===== config.mk =====
export PLATFORM = sky130hd
export DESIGN_NAME = reg_writeback_queue
export DESIGN_NICKNAME = d
export VERILOG_FILES = /design/src/rtl/reg_writeback_queue.sv
export SDC_FILE = /design/constraint.sdc
export NUM_CORES = 1
export LEC_CHECK = 0
export ABC_CLOCK_PERIOD_IN_PS = 3800
export BUFFER_PORTS_ARGS = -buffer_cell sky130_fd_sc_hd__buf_2
export CORE_UTILIZATION = 53
export DETAILED_ROUTE_END_ITERATION = 8
export PLACE_DENSITY = 0.86
export SLEW_MARGIN = 20
export SYNTH_ARGS = -nofsm -noshare
export SYNTH_HDL_FRONTEND = slang
export SYNTH_SLANG_ARGS = --single-unit

===== constraint.sdc =====
create_clock -name i_clk -period 3.8 [get_ports i_clk]
set_input_delay 0.19 -clock i_clk [delete_from_list [all_inputs] [get_ports i_clk]]
set_output_delay 0.19 -clock i_clk [all_outputs]
set_load 0.03 [all_outputs]

===== src/rtl/reg_writeback_queue.sv =====
// rtl/reg_writeback_queue.sv - in-order register write-back FIFO merging MEM and ALU results, with decode bypass
module reg_writeback_queue #(
    parameter int WIDTH  = 16,
    parameter int ADDR_W = 3,
    parameter int DEPTH  = 4
) (
    input  logic                      i_clk,
    input  logic                      i_reset,
    input  logic                      i_mem_valid,
    output logic                      o_mem_ready,
    input  logic [ADDR_W-1:0]         i_mem_addr,
    input  logic [WIDTH-1:0]          i_mem_data,
    input  logic                      i_alu_valid,
    output logic                      o_alu_ready,
    input  logic [ADDR_W-1:0]         i_alu_addr,
    input  logic [WIDTH-1:0]          i_alu_data,
    input  logic [ADDR_W-1:0]         i_ra,
    input  logic [ADDR_W-1:0]         i_rb,
    output logic                      o_fwd_a_hit,
    output logic [WIDTH-1:0]          o_fwd_a,
    output logic                      o_fwd_b_hit,
    output logic [WIDTH-1:0]          o_fwd_b,
    output logic                      o_writeEnable,
    output logic [ADDR_W-1:0]         o_writeAddr,
    output logic [WIDTH-1:0]          o_d,
    output logic [$clog2(DEPTH):0]    o_count
);
    localparam int PW = $clog2(DEPTH);
    localparam int CW = PW + 1;

    logic [ADDR_W-1:0] r_addr [DEPTH];
    logic [WIDTH-1:0]  r_data [DEPTH];
    logic [PW-1:0]     r_head;
    logic [PW-1:0]     r_tail;
    logic [CW-1:0]     r_count;

    logic              w_mem_push;
    logic              w_alu_push;
    logic              w_pop;
    logic [PW-1:0]     w_alu_slot;
    logic [WIDTH:0]    w_fwd_a;
    logic [WIDTH:0]    w_fwd_b;

    // Readiness looks only at the registered count, so it never depends on the same-cycle pop.
    assign o_mem_ready = (r_count <= CW'(DEPTH - 1));
    assign o_alu_ready = (r_count <= CW'(DEPTH - 2));
    assign w_mem_push  = i_mem_valid && o_mem_ready;
    assign w_alu_push  = i_alu_valid && o_alu_ready;
    assign w_pop       = (r_count != '0);
    // The ALU entry lands behind the MEM entry when both arrive together.
    assign w_alu_slot  = r_tail + PW'(w_mem_push);

    always_ff @(posedge i_clk) begin
        if (i_reset) begin
            r_head  <= '0;
            r_tail  <= '0;
            r_count <= '0;
        end else begin
            r_head  <= r_head + PW'(w_pop);
            r_tail  <= r_tail + PW'(w_mem_push) + PW'(w_alu_push);
            r_count <= r_count + CW'(w_mem_push) + CW'(w_alu_push) - CW'(w_pop);
        end
    end

    always_ff @(posedge i_clk) begin
        if (!i_reset && w_mem_push) begin
            r_addr[r_tail] <= i_mem_addr;
            r_data[r_tail] <= i_mem_data;
        end
        if (!i_reset && w_alu_push) begin
            r_addr[w_alu_slot] <= i_alu_addr;
            r_data[w_alu_slot] <= i_alu_data;
        end
    end

    // Walk occupied entries oldest to youngest so the last match (youngest) is what remains.
    function automatic logic [WIDTH:0] lookup(input logic [ADDR_W-1:0] a);
        logic [WIDTH:0] res;
        logic [PW-1:0]  idx;
        res = '0;
        for (int i = 0; i < DEPTH; i++) begin
            idx = r_head + PW'(i);
            if ((CW'(i) < r_count) && (r_addr[idx] == a)) begin
                res = {1'b1, r_data[idx]};
            end
        end
        return res;
    endfunction

    always_comb begin
        w_fwd_a = lookup(i_ra);
        w_fwd_b = lookup(i_rb);
    end

    assign o_fwd_a_hit   = w_fwd_a[WIDTH];
    assign o_fwd_a       = w_fwd_a[WIDTH-1:0];
    assign o_fwd_b_hit   = w_fwd_b[WIDTH];
    assign o_fwd_b       = w_fwd_b[WIDTH-1:0];
    assign o_writeEnable = w_pop;
    assign o_writeAddr   = w_pop ? r_addr[r_head] : '0;
    assign o_d           = w_pop ? r_data[r_head] : '0;
    assign o_count       = r_count;
endmodule


* After elaboration in Yosys (flattened, before gate mapping)
Memories as Yosys holds them, arrays and structs flattened. A register that Yosys moved wholly into a read port is not among the register bits.
Index checks and enable logic that the tools add are counted.
** Word-level totals
- RAM bits :: 76
- Output and inout bits :: 59
- Word-level logic and storage cells :: 58
- Memories kept :: 2
- Input bits :: 48
- Flip-flop bits (word level) :: 7
** Operators by class
- Mux-type cells :: 16
- Add/subtract/negate cells :: 9
- Reduce and logical (&&, ||, !) cells :: 14
- Equality and inequality tests :: 8
- $lt $le $gt $ge :: 6
** Memories
- r_data :: depth 4, width 16, read ports 4, clocked after Yosys merged registers in 1, write ports 2, line 32 : logic [WIDTH-1:0] r_data [DEPTH];
- r_addr :: depth 4, width 3, read ports 4, clocked after Yosys merged registers in 1, write ports 2, line 31 : logic [ADDR_W-1:0] r_addr [DEPTH];
** Operator list (count)
- two-way mux 17 bit :: 8
- equality test 3 bit :: 8
- two-way mux 16 bit :: 1
- logical AND 1 bit :: 12
- adder 2 x 1 -> 2 bit :: 3
- adder 3 x 1 -> 3 bit :: 2
- <= comparator 3 x 2 -> 1 bit, second input constant :: 2
- < comparator 1 x 3 -> 1 bit, first input constant :: 2
- < comparator 2 x 3 -> 1 bit, first input constant :: 2
- adder 2 bit, second input constant :: 2
- two-way mux 1 bit :: 4
- two-way mux 2 bit :: 2
- two-way mux 3 bit :: 1
- nonzero test 3 bit :: 1
- subtractor 3 x 1 -> 3 bit :: 1
- adder 2 x 1 -> 2 bit, second input constant :: 1
- zero test 1 bit :: 1

* Depth between registers and ports, before layout
An unclocked memory read counts as a cell.
- Depth after elaboration :: 7
- Mapped depth :: 11
- Mapped depth without buffers :: 10

* Worst setup path after synthesis
Ideal clock, no wire load.
- Path type :: register to register
- From :: register r_count[1] (netlist: o_count[1])
- To :: memory r_addr[2][0] (enable)
- Required time :: 3.379 ns
- Buffers on the path :: 1
- Period minus slack after synthesis :: 3.881 ns
- Path slack :: -0.081 ns
- Stages on the path, launching flop included :: 8
- Setup time :: 0.421 ns
- Arrival time :: 3.460 ns
- Cells stage by stage :: dfxtp_1 > ha_1 > a21oi_1 > o21ai_0 > nand2_1 > or4b_2 > clkbuf_1 > o21ai_0
** RTL lines
- from (decl) :: line 35 : logic [CW-1:0] r_count;
- from (signal assigned) :: line 61 : r_count <= r_count + CW'(w_mem_push) + CW'(w_alu_push) - CW'(w_pop);
- to (decl) :: line 31

* Final worst setup path
- From :: register r_head[0]
- To :: output port o_fwd_a[13]
** Between the ends
- Longest elaborated chain between the ends :: 7
- Elaborated cells on any way between the ends :: 14
- Classes of those cells :: add/sub (3); eq/ne (3); mux (3); reduce/logical (3); memory (2)
** RTL lines
- from (decl) :: line 33 : logic [PW-1:0] r_head;
- from (signal assigned) :: line 59 : r_head <= r_head + PW'(w_pop);
- adder 2 x 1 -> 2 bit :: line 82 : idx = r_head + PW'(i);
- memory read (4 x 3 bit)
- equality test 3 bit :: line 83 : if ((CW'(i) < r_count) && (r_addr[idx] == a)) begin
- logical AND 1 bit :: line 83
- two-way mux 17 bit (2 in series) :: line 83
- two-way mux 17 bit * :: line 83
- to (decl) :: line 20 : output logic [WIDTH-1:0] o_fwd_a,
Every way passes the cells marked *; elsewhere a longest branch is shown, timed or not.

==> metrics.txt <==
status finished clean; Post-synth EDFFs 76; Power Density 867 mW/mm2; CP Launch Type flip-flop; DRT iter0 DRCs 804; largest net degree at the start of global routing 67; Detailed Route WL 19.2 mm; Critical Path End Type output port; Die Height 116 um; CTS clk-pin slew, worst paths 0.06 ns; Warnings, synthesis 0; max cap viols 0; initial antenna violation count 1; worst hold margin 0.189 ns; wire per inst 22.0 um; final antenna-violating net count 0; Setup Buffers After CTS 0; Starting Density 0.543; total track usage 0.295; Top-Level Pins 107; asr flop ratio synth 0; CTS Buf Count 9; WS Path Type reg2out; Sink Count 83; Worst EP required 3.61 ns; RSZ-0062 raised after global routing false; fin. max-slew vios 0; gpl congestion 0.926; flop-to-flop setup slack 0.64 ns; #FFs+latches synth 83; clock insertion delay at the later pin of the skew report 0.35 ns; root buf cell clkbuf_16; period utilisation layout 0.920; CTS resizes 0; Syn Area/Cell 11.2 um2; vias in the first global route 5397; Layout Nets 752; HPWL Detailed 13.7 mm; Mapped Cells 613; core area 0.0126 mm2; via density per instance 6.60; Worst IR Drop VDD 0.000357 V; placed instance area 0.00749 mm2; # DRC 0; setup TNS 0 ns; port bufs 106; Cell variety after synth 51; Final min period 3.50 ns; Worst Path Max Fanout 17; post-synthesis instance area 0.00685 mm2; cells taking the most area after synthesis edfxtp_1, mux2_2, mux2i_1, mux4_2, o21ai_0; top-count cell post-synth mux2i_1; design area 0.00783 mm2; H-tree lvl count 3; Worst Hold Class in2reg; area grow syn2layout 14.3%; drt first pass iters 6; # setup viols final 0; chip width 116 um; hold-fix buffers at CTS 0; min setup slack post-route 0.304 ns; GRT overflow 0; DR vias 5758; leading area contributor after synthesis edfxtp_1; top cells by count, synth mux2i_1, mux2_2, edfxtp_1, o21ai_0, a21oi_1; post-synth top area share 0.333; Final Hold Fails 0; Place WS 0.662 ns; global-route wire length before repair 29.9 mm; Final Power 6790 uW; f_max 0.286 GHz; TritonCTS clock tree built; Top FF cell, synth edfxtp_1; worst slew pin tran 0.965 ns; Max Buffers Root-to-Sink 2; syn_nets 669; leakage 0.00316 uW; n_diodes 0; Slew headroom 0.357; cell row count 41; layout cells sized above 1 0.377; Arr. time, crit path 3.31 ns; Setup Skew 0.00649 ns; Die Area 0.0134 mm2; register area share after synthesis 0.354
-- registers in the layout, summed over array words and instances, names as in the netlist --
register  count
r_tail        2
r_data       64
o_count       3
r_addr       12
r_head        2
-- layout make-up --
class                   count  area, um2
clock buffers              10        229
clock inverters             6        113
fillers                  1008       4790
inverters                  13       48.8
multi-input cells         470       4170
flip-flops and latches     83       2430
well taps                 172        215
repair buffers            119        628
-- per-layer routing --
metal / vias to the layer above / track usage / share of wire
li1: 2534 / - / -
met1: 2812 / 0.416 / 0.43
met2: 366 / 0.459 / 0.45
met3: 46 / 0.0591 / 0.10
met4: 0 / 0.0932 / 0.023
met5: - / 0 / 0
-- cells in the final DEF (no fill, tap or decap), types with 2 or more instances in the layout --
master     instances
clkbuf_16          9
nand4_1            4
dfxtp_1            5
o22ai_1           16
a221oi_1           6
ha_1               6
o21ai_1            2
xor2_1            16
a22oi_1           14
a21oi_1           31
mux2i_1          101
o21ai_0           30
nor2b_1           10
nor2_1            24
xnor2_1           10
inv_1             12
a221oi_2          10
buf_2            106
buf_4             13
nand2_1           25
fa_1               2
and4_1             3
or3_1             15
edfxtp_1          76
mux2_2            93
and2_1            16
mux4_2            11
o31ai_1            2
bufinv_16          3
nor3_1             3
-- final timing paths --
check,from,endpoint,cells after the start
hold reg to reg,o_count[0]$_SDFF_PP0_,o_count[0]$_SDFF_PP0_,3
setup reg to reg,o_count[2]$_SDFF_PP0_,r_data[2][6]$_DFFE_PP_,8
hold / removal,i_alu_data[1],r_data[1][1]$_DFFE_PP_,2
setup / recovery,r_head[0]$_SDFF_PP0_,o_fwd_a[13],7
-- critical path, cell delays in order, from the launching register on --
cell and delay (ns):
dfxtp_4 0.51, mux4_2 0.60, xor2_1 0.17, or4_4 0.57, nor2_4 0.46, a221oi_2 0.13
o22ai_1 0.27, buf_2 0.24
-- power breakdown --
group	switching [uW]	internal [uW]
clock	360	644
sequential	192	1230
combinational	2780	1580
total	3330	3450
-- metrics by stage --
step | instances | util
2_1_floorplan | 613 | -
3_3_place_gp | 857 | 0.594
3_5_place_dp | 857 | 0.594
4_1_cts | 873 | 0.621
5_1_grt | 873 | 0.621
6_report | 873 | 0.621
-- logic make-up (layout without fill, tap and decap cells) --
| logic type | after synthesis | count (layout) | synth area share |
|---|---|---|---|
| multiplexers | 207 | 207 | 0.342 |
| AO/OA/AOI/OAI | 119 | 119 | 0.123 |
| AND/OR/NAND/NOR | 110 | 110 | 0.0897 |
| flip-flops | 83 | 83 | 0.354 |
| buffers and inverters | 60 | 148 | 0.0416 |
| XOR/XNOR | 26 | 26 | 0.0332 |
| adder cells (fa/ha/maj) | 8 | 8 | 0.0168 |
No activity file was read; power rests on OpenSTA's default activity.
